## src/rtl/taillight_monitor.sv

```systemverilog
`default_nettype none
// ============================================================================
// Module      : taillight_monitor
// Description : Receiving end of the taillight interface. Samples the 3-bit
//               taillight pattern every clock, decodes it into OFF / BRAKE /
//               TURN / FAULT, tracks the turn-blink phase, counts completed
//               blink sequences and flags illegal patterns, bad orderings and
//               stuck blinkers. All outputs are registered (1-cycle latency).
// Revision    : 1.0 - initial release
// ============================================================================
module taillight_monitor #(
    parameter int MAX_HOLD = 8,
    parameter int CNT_W    = 8
) (
    input  logic             clk,
    input  logic             reset,
    input  logic [2:0]       taillights,
    input  logic             clear_fault,
    output logic [1:0]       mode,
    output logic [1:0]       turn_phase,
    output logic             seq_done,
    output logic [CNT_W-1:0] seq_count,
    output logic             fault,
    output logic [1:0]       fault_code
);

    // Hold counter must reach MAX_HOLD+1 (the saturation / violation value).
    localparam int                  c_hold_w   = $clog2(MAX_HOLD + 2);
    localparam logic [c_hold_w-1:0] c_hold_one = c_hold_w'(1);
    localparam logic [c_hold_w-1:0] c_hold_max = c_hold_w'(MAX_HOLD + 1);

    // Pattern encodings.
    localparam logic [2:0] c_pat_000 = 3'b000;
    localparam logic [2:0] c_pat_001 = 3'b001;
    localparam logic [2:0] c_pat_011 = 3'b011;
    localparam logic [2:0] c_pat_111 = 3'b111;

    // Mode and fault-code encodings.
    localparam logic [1:0] c_mode_off   = 2'b00;
    localparam logic [1:0] c_mode_brake = 2'b01;
    localparam logic [1:0] c_mode_turn  = 2'b10;
    localparam logic [1:0] c_mode_fault = 2'b11;

    localparam logic [1:0] c_code_none    = 2'b00;
    localparam logic [1:0] c_code_illegal = 2'b01;
    localparam logic [1:0] c_code_order   = 2'b10;
    localparam logic [1:0] c_code_stuck   = 2'b11;

    typedef enum logic [2:0] {
        ST_OFF   = 3'd0,
        ST_BRAKE = 3'd1,
        ST_TURN0 = 3'd2,
        ST_TURN1 = 3'd3,
        ST_TURN2 = 3'd4,
        ST_TURN3 = 3'd5,
        ST_FAULT = 3'd6
    } state_t;

    state_t              r_state;
    state_t              w_state_next;
    logic [2:0]          r_prev;
    logic [c_hold_w-1:0] r_hold;
    logic [c_hold_w-1:0] w_hold_next;
    logic                w_hold_viol;
    logic                w_same;
    logic                w_illegal;
    logic                w_clear;
    logic                w_seq_pulse;
    logic [1:0]          w_code_next;
    logic [1:0]          w_mode_next;
    logic [1:0]          w_phase_next;

    logic [1:0]          r_mode;
    logic [1:0]          r_turn_phase;
    logic                r_seq_done;
    logic [CNT_W-1:0]    r_seq_count;
    logic                r_fault;
    logic [1:0]          r_fault_code;

    // Hold tracking: reload on a change of pattern, otherwise count up and
    // saturate at MAX_HOLD+1; reaching that value is a hold violation.
    always_comb begin
        w_same      = (taillights == r_prev);
        w_hold_next = c_hold_one;
        if (w_same) begin
            w_hold_next = (r_hold == c_hold_max) ? r_hold : (r_hold + c_hold_one);
        end
        w_hold_viol = (w_hold_next == c_hold_max);
        w_illegal   = (taillights != c_pat_000) && (taillights != c_pat_001) &&
                      (taillights != c_pat_011) && (taillights != c_pat_111);
    end

    // Next-state decode: pattern rules when not faulted, clear handling when
    // faulted. A "hold" keeps the current state unless the hold limit trips.
    always_comb begin
        w_state_next = r_state;
        w_code_next  = r_fault_code;
        w_seq_pulse  = 1'b0;
        w_clear      = 1'b0;

        if (r_state == ST_FAULT) begin
            // Decode context is lost while faulted, so only a pattern that is
            // illegal on its own can count as a fault coinciding with clear.
            if (clear_fault) begin
                if (w_illegal) begin
                    w_code_next = c_code_illegal;
                end else begin
                    w_state_next = ST_OFF;
                    w_code_next  = c_code_none;
                    w_clear      = 1'b1;
                end
            end
        end else begin
            case (taillights)
                c_pat_001: begin
                    if ((r_prev == c_pat_000) || (r_prev == c_pat_111)) begin
                        w_state_next = ST_TURN0;
                    end else if (r_prev == c_pat_001) begin
                        if (w_hold_viol) begin
                            w_state_next = ST_FAULT;
                            w_code_next  = c_code_stuck;
                        end
                    end else begin
                        w_state_next = ST_FAULT;
                        w_code_next  = c_code_order;
                    end
                end
                c_pat_011: begin
                    if ((r_prev == c_pat_001) && (r_state == ST_TURN0)) begin
                        w_state_next = ST_TURN1;
                    end else if (r_prev == c_pat_011) begin
                        if (w_hold_viol) begin
                            w_state_next = ST_FAULT;
                            w_code_next  = c_code_stuck;
                        end
                    end else begin
                        w_state_next = ST_FAULT;
                        w_code_next  = c_code_order;
                    end
                end
                c_pat_111: begin
                    if ((r_state == ST_TURN1) && (r_prev == c_pat_011)) begin
                        w_state_next = ST_TURN2;
                    end else if ((r_state == ST_TURN2) && w_same) begin
                        // Full-on held too long: turn released while braking.
                        if (w_hold_viol) begin
                            w_state_next = ST_BRAKE;
                        end
                    end else begin
                        w_state_next = ST_BRAKE;
                    end
                end
                c_pat_000: begin
                    if (r_state == ST_TURN2) begin
                        w_state_next = ST_TURN3;
                        w_seq_pulse  = 1'b1;
                    end else if (r_state == ST_TURN3) begin
                        // Dark gap held too long: blinker has stopped.
                        if (w_hold_viol) begin
                            w_state_next = ST_OFF;
                        end
                    end else begin
                        w_state_next = ST_OFF;
                    end
                end
                default: begin
                    w_state_next = ST_FAULT;
                    w_code_next  = c_code_illegal;
                end
            endcase
        end
    end

    // Output encoding of the next state, registered alongside it.
    always_comb begin
        w_mode_next  = c_mode_off;
        w_phase_next = 2'd0;
        case (w_state_next)
            ST_BRAKE: w_mode_next = c_mode_brake;
            ST_TURN0: begin w_mode_next = c_mode_turn; w_phase_next = 2'd0; end
            ST_TURN1: begin w_mode_next = c_mode_turn; w_phase_next = 2'd1; end
            ST_TURN2: begin w_mode_next = c_mode_turn; w_phase_next = 2'd2; end
            ST_TURN3: begin w_mode_next = c_mode_turn; w_phase_next = 2'd3; end
            ST_FAULT: w_mode_next = c_mode_fault;
            default:  w_mode_next = c_mode_off;
        endcase
    end

    // State, sample history, hold counter and registered outputs.
    always_ff @(posedge clk) begin
        if (reset) begin
            r_state      <= ST_OFF;
            r_prev       <= c_pat_000;
            r_hold       <= '0;
            r_mode       <= c_mode_off;
            r_turn_phase <= 2'd0;
            r_seq_done   <= 1'b0;
            r_seq_count  <= '0;
            r_fault      <= 1'b0;
            r_fault_code <= c_code_none;
        end else begin
            r_state      <= w_state_next;
            // A successful clear restarts decoding as if the last sample was 000.
            r_prev       <= w_clear ? c_pat_000 : taillights;
            r_hold       <= w_clear ? '0 : w_hold_next;
            r_mode       <= w_mode_next;
            r_turn_phase <= w_phase_next;
            r_seq_done   <= w_seq_pulse;
            r_fault      <= (w_state_next == ST_FAULT);
            r_fault_code <= w_code_next;
            if (w_seq_pulse && (r_seq_count != {CNT_W{1'b1}})) begin
                r_seq_count <= r_seq_count + 1'b1;
            end
        end
    end

    assign mode       = r_mode;
    assign turn_phase = r_turn_phase;
    assign seq_done   = r_seq_done;
    assign seq_count  = r_seq_count;
    assign fault      = r_fault;
    assign fault_code = r_fault_code;

endmodule
`default_nettype wire

```

## config.mk

```make
export PLATFORM = sky130hd
export DESIGN_NAME = taillight_monitor
export DESIGN_NICKNAME = d
export VERILOG_FILES = /design/src/rtl/taillight_monitor.sv
export SDC_FILE = /design/constraint.sdc
export NUM_CORES = 1
export LEC_CHECK = 0
export ABC_AREA = 1
export ABC_CLOCK_PERIOD_IN_PS = 3000
export CAP_MARGIN = 20
export CORE_UTILIZATION = 54
export CTS_CLUSTER_SIZE = 25
export DETAILED_ROUTE_END_ITERATION = 10
export PLACE_DENSITY = 0.79
export SLEW_MARGIN = 20
export SYNTH_ARGS = -nofsm -noshare
export SYNTH_HDL_FRONTEND = slang
export SYNTH_SLANG_ARGS = --single-unit
```

## constraint.sdc

```tcl
create_clock -name clk -period 3 [get_ports clk]
set_input_delay 0.3 -clock clk [delete_from_list [all_inputs] [get_ports clk]]
set_output_delay 0.3 -clock clk [all_outputs]
set_load 0.1 [all_outputs]
```

After elaboration in Yosys (flattened, before gate mapping)
Index checks and enable logic that the tools add are counted.
{ "classes": {"add_sub_neg": 2, "n_mul": 0, "eq_ne": 28, "bitwise_logic": 0, "div_mod_pow": 0, "n_mux": 34, "shift": 0, "magnitude_cmp": 0, "n_reduce_logical": 15} }
{ "ops": {"columns": ["cell", "count"], "rows": [
  ["$mux 3", 14],
  ["$eq 3x3->1 const B", 8],
  ["$eq 3x2->1 const B", 6],
  ["$pmux 2 s3", 3],
  ["$mux 2", 7],
  ["$pmux 3 s4", 1],
  ["$eq 3x1->1 const B", 3],
  ["$ne 3x3->1 const B", 3],
  ["$add 8x1->8 const B", 1],
  ["$eq 4x4->1 const B", 2],
  ["$mux 4", 2],
  ["$ne 8x8->1 const B", 1],
  ["$logic_and 1x1->1", 7],
  ["$mux 1", 7],
  ["$logic_not 3->1", 2],
  ["$add 4x1->4 const B", 1],
  ["$reduce_and 4->1", 1],
  ["$reduce_or 2->1", 2],
  ["$reduce_or 4->1", 1],
  ["$eq 3x3->1", 1],
  ["$ne 3x1->1 const B", 1],
  ["$ne 3x2->1 const B", 1],
  ["$reduce_bool 3->1", 1],
  ["$ne 2x1->1 const B", 1],
  ["2 further kinds", 2]
]} }
{ "totals": {"latchBits": 0, "mem_bits_ro": 0, "memories": 0, "register_bits": 26, "ram_bits": 0, "word_cells": 88} }

Depth between registers and ports, before layout
{ "depth": {"depth_word": 12, "ltp_mapped": 20} }

Least setup slack after synthesis
Ideal clock, no wire load.
{ "synth_path": {"path_kind": "register to register", "startpoint": "register r_seq_count[1] (netlist: seq_count[1])", "endpoint": "register r_seq_count[4] (netlist: seq_count[4])", "arrival_ps": 2221, "required_ps": 2880, "synth_period_minus_slack_ps": 2341, "path_stages_with_launch": 13, "path_buffers": 0, "setup_ps": 120, "path_slack_ps": 659, "cell_sequence": "dfxtp_1 -> ha_1 -> inv_1 -> nor4_1 -> nand2_1 -> nand2_1 -> inv_1 -> nand2_1 -> nor2_1 -> inv_1 -> nor2_1 -> o21ai_1 -> a21oi_1"} }
{ "synth_via": {"elab_chain_len": 2} }
{ "synth_lines": {"columns": ["element", "line_no", "rtl"], "rows": [
  ["start: declaration", "76", "logic [CNT_W-1:0] r_seq_count;"],
  ["start signal: assignment", "212", "r_seq_count <= r_seq_count + 1'b1;"],
  ["branches (longest 2 deep; another with $add 8x1->8)", null, null]
]} }
Parallel ways; which one is timed is not known.
A chain may end at the register's enable or synchronous reset.

Worst setup path in the final report
{ "layout_path": {"startpoint": "register r_hold[0]", "endpoint": "register r_mode[1] (netlist: mode[1])"} }
{ "layout_via": {"elab_chain_len": 12} }
{ "layout_lines": {"columns": ["element", "line_no", "rtl"], "rows": [
  ["start: declaration", "62", "logic [c_hold_w-1:0] r_hold;"],
  ["start signal: assignment", "205", "r_hold <= w_clear ? '0 : w_hold_next;"],
  ["$add 4x1->4 / $eq 4x4->1 (equally long branches)", "86", "w_hold_next = (r_hold == c_hold_max) ? r_hold : (r_hold + c_hold_one);"],
  ["$mux 4 (*)", "86", null],
  ["$mux 4 (*)", "85", "if (w_same) begin"],
  ["$eq 4x4->1 (*)", "88", "w_hold_viol = (w_hold_next == c_hold_max);"],
  ["$mux 3, on equally long branches (3 in series)", null, null],
  ["$pmux 3 s4 (*)", "114", "case (taillights)"],
  ["$mux 3 (*)", "101", "if (r_state == ST_FAULT) begin"],
  ["named net w_state_next[2]", "60", "state_t w_state_next;"],
  ["$eq 3x3->1 / $eq 3x2->1 (equally long branches)", "178", "case (w_state_next)"],
  ["$reduce_or 4->1 (no source line)", null, null],
  ["$pmux 2 s3 (*)", "178", null],
  ["end signal: assignment", "195", "r_mode <= c_mode_off;"],
  ["end signal: assignment", "206", "r_mode <= w_mode_next;"],
  ["end: declaration", "73", "logic [1:0] r_mode;"]
]} }
The timed path passes the listed nets; every way through them passes the cells marked *.

==> flow_metrics.tcl <==
set metrics [dict create \
    worstSetupPathType "reg -> reg" \
    synthFlopType "dfxtp_1" \
    reg2reg_from "r_hold[0]" \
    synth_top_cell_by_area "dfxtp_1" \
    finalSetupTns_ns 0 \
    leakage_uw 0.000837 \
    worst_pin_slew_ns 0.964 \
    track_usage 0.220 \
    remaining_drc_errors 0 \
    synth.most_common_cell "nand2_1" \
    via_count 1420 \
    hold_depth 2 \
    seq_area_frac_synth 0.339 \
    whs_ns 0.497 \
    io_buffer_count 21 \
    hold_violations 0 \
    worstReg2RegEnd "mode[1]" \
    grt_pass1_wl_mm 5.52 \
    fmax_mhz 417 \
    cp_top_family "simple AND/OR/NAND/NOR gates" \
    areaGrowthSynthToFinish_pct 18.2 \
    grt_setup_unrepaired "no" \
    die_h_um 55.3 \
    start_util 0.593 \
    max_cap_viol_count 0 \
    synth_area_leaders "dfxtp_1 (34%), nand2_1 (14%), inv_1 (9.3%)" \
    antenna_found_initial 0 \
    wirelength_mm 3.06 \
    cts-root-buf "clkbuf_4" \
    slew_headroom 0.355 \
    h-tree-depth 1 \
    end_kind "register" \
    dr.max_layer_used "met4" \
    dp_cells 279 \
    synth_cell_types 27 \
    setup_viol 0 \
    start_kind "register" \
    critPathMostFrequentCell "nand2_1" \
    reg2reg_setup_slack_ns 0.60 \
    reg2reg_depth 15 \
    post_cts_buffers 0 \
    hold_start "fault_code[1]" \
    vias_per_cell 5.02 \
    grt_pass1_vias 1354 \
    syn_inst 229 \
    postPlaceCellArea_um2 1760 \
    grt_max_degree 16 \
    core_um2 2590 \
    netlist_area_um2 1540 \
    syn_area_per_cell_um2 6.71 \
    yosys.area.top_type_share 0.339 \
    insertedDiodeCount 0 \
    async_flop_share 0 \
    cts.repair.resized 0 \
    nets 264 \
    die_x_um 55.3 \
    synth_edf_count 0 \
    cts_max_path_buffers 2 \
    cp_max_fo 8 \
    cts.clk_slew.worst_paths_ns 0.14 \
    fin_util 0.701 \
    hold_buffers 0 \
    cts_buffers 3 \
    worstPathArrival_ns 2.68 \
    ant_nets 0 \
    finalInstanceArea_um2 1820 \
    drive_gt1_frac 0.150 \
    worstPathRequired_ns 3.28 \
    worst_path_max_delay_cell "dfxtp_1" \
    ys_seq_elements 26 \
    cp_cell_sequence "ha_1 -> nand2_1 -> nor2_1 -> nor2_1 -> o21ai_2 -> nand2_4 -> nand2_4 -> nand2_1 -> nand2_1 -> nand4_1 -> nand2_1 -> inv_2 -> ha_1 -> or2_2 -> nand2_1" \
    met1Wirelength_mm 1.48 \
    pin_count 22 \
    rows 18 \
    wl_met2_mm 1.45 \
    clk_latency_ns 0.32 \
    hpwl_mm 2.40 \
    synthTopCellsByCount "nand2_1 (56), inv_1 (38), dfxtp_1 (26)" \
    max_stage_delay_ns 0.43 \
    hold_path_class "reg -> reg" \
    synthesis.nets 239 \
    drt_iter0_drc 56 \
    ys_warn_count 0 \
    avgRoutedWirePerCell_um 10.8 \
    post-route-min-period_ns 2.40 \
    fin_skew_ns 0.00547 \
    die_area_um2 3060 \
    overflow 0 \
    dr.pass1.iters 4 \
    gp_congestion 0.862 \
    fin_crit_sh 0.800 \
    instances_no_fill 283 \
    cts_sinks 26 \
    met3RoutedLength_um 108 \
    finalMaxSlewViolations 0 \
    hold-path-endpoint "fault_code[1]" \
    cts_tree "yes" \
    outcome "completed" \
    path_buf_inv 1 \
    p_per_area_nw_per_um2 456 \
    max-vdd-ir-drop_mv 0.559 \
]
## report_power, final
| group | internal (µW) | switching (µW) |
|---|---|---|
| clock | 135 | 105 |
| combinational | 55.9 | 156 |
| sequential | 363 | 12.1 |
| total | 554 | 273 |
## area by class of cell
| class | count | area [µm²] |
|---|---|---|
| multi-input cells | 158 | 847 |
| flip-flops and latches | 26 | 520 |
| repair buffers | 21 | 193 |
| clock inverters | 1 | 30.0 |
| clock buffers | 3 | 22.5 |
| fillers | 225 | 774 |
| well taps | 30 | 37.5 |
| inverters | 44 | 165 |
## cells by family (layout without fill, tap and decap cells)
kind of cell,after synthesis,in the layout,share of synthesized area
XOR/XNOR,2,2,0.0114
buffers and inverters,45,69,0.110
flip-flops,26,26,0.339
AND/OR/NAND/NOR,124,124,0.406
AO/OA/AOI/OAI,28,28,0.102
adder cells (fa/ha/maj),4,4,0.0326
## routing by layer
layer / global-route usage / up-vias
li1: - / 770
met1: 0.277 / 622
met2: 0.384 / 26
met3: 0.0422 / 2
met4: 0.0571 / 0
met5: 0 / -
## cell usage in the layout (no fill, tap or decap), types with 4 or more instances in the layout
master and count:
nor2_1 23, buf_4 7, nand3_2 5, nand2_1 56
o21ai_0 5, nand4_1 4, nor3_1 5, dfxtp_1 26
a21oi_1 14, nand3_1 15, nand2_4 4, clkdlybuf4s50_1 14
inv_2 6, nor2_4 4, inv_1 38, ha_1 4
## through the flow
| step | setup slack (ns) | power (µW) |
|---|---|---|
| 3_3_place_gp | 0.397 | 593 |
| 2_1_floorplan | 0.659 | 547 |
| 5_1_grt | 0.330 | 865 |
| 6_report | 0.601 | 827 |
| 3_5_place_dp | 0.339 | 595 |
| 4_1_cts | 0.610 | 835 |
## registers in the layout (all words and copies together) (netlist names)
signal,flops
fault_code,2
r_hold,4
r_state,3
mode,2
turn_phase,2
r_prev,3
seq_count,8
fault,1
seq_done,1
## worst max-delay path by stage
| stage | startpoint | slack, ns | depth (start not counted) | endpoint |
|---|---|---|---|---|
| 2_1_floorplan | seq_count[1] | 0.66 | 12 | seq_count[4] |
| 3_3_place_gp | taillights[2] | 0.40 | 18 | mode[1] |
| 3_5_place_dp | taillights[2] | 0.34 | 18 | mode[1] |
| 4_1_cts | r_hold[0] | 0.61 | 15 | mode[1] |
| 5_1_grt | r_hold[0] | 0.33 | 15 | mode[1] |
| 6_report | r_hold[0] | 0.60 | 15 | mode[1] |
## worst reg2reg max path, delay by kind of cell (launching register included)
| family | cells | cell delay [ns] |
|---|---|---|
| AOI/OAI and AO/OA | 1 | 0.23 |
| adders and majority gates | 2 | 0.46 |
| buffers and inverters | 1 | 0.06 |
| DFF | 1 | 0.43 |
| and+or+nand+nor | 11 | 1.19 |
Note: power is estimated with default switching activity, not from simulation.
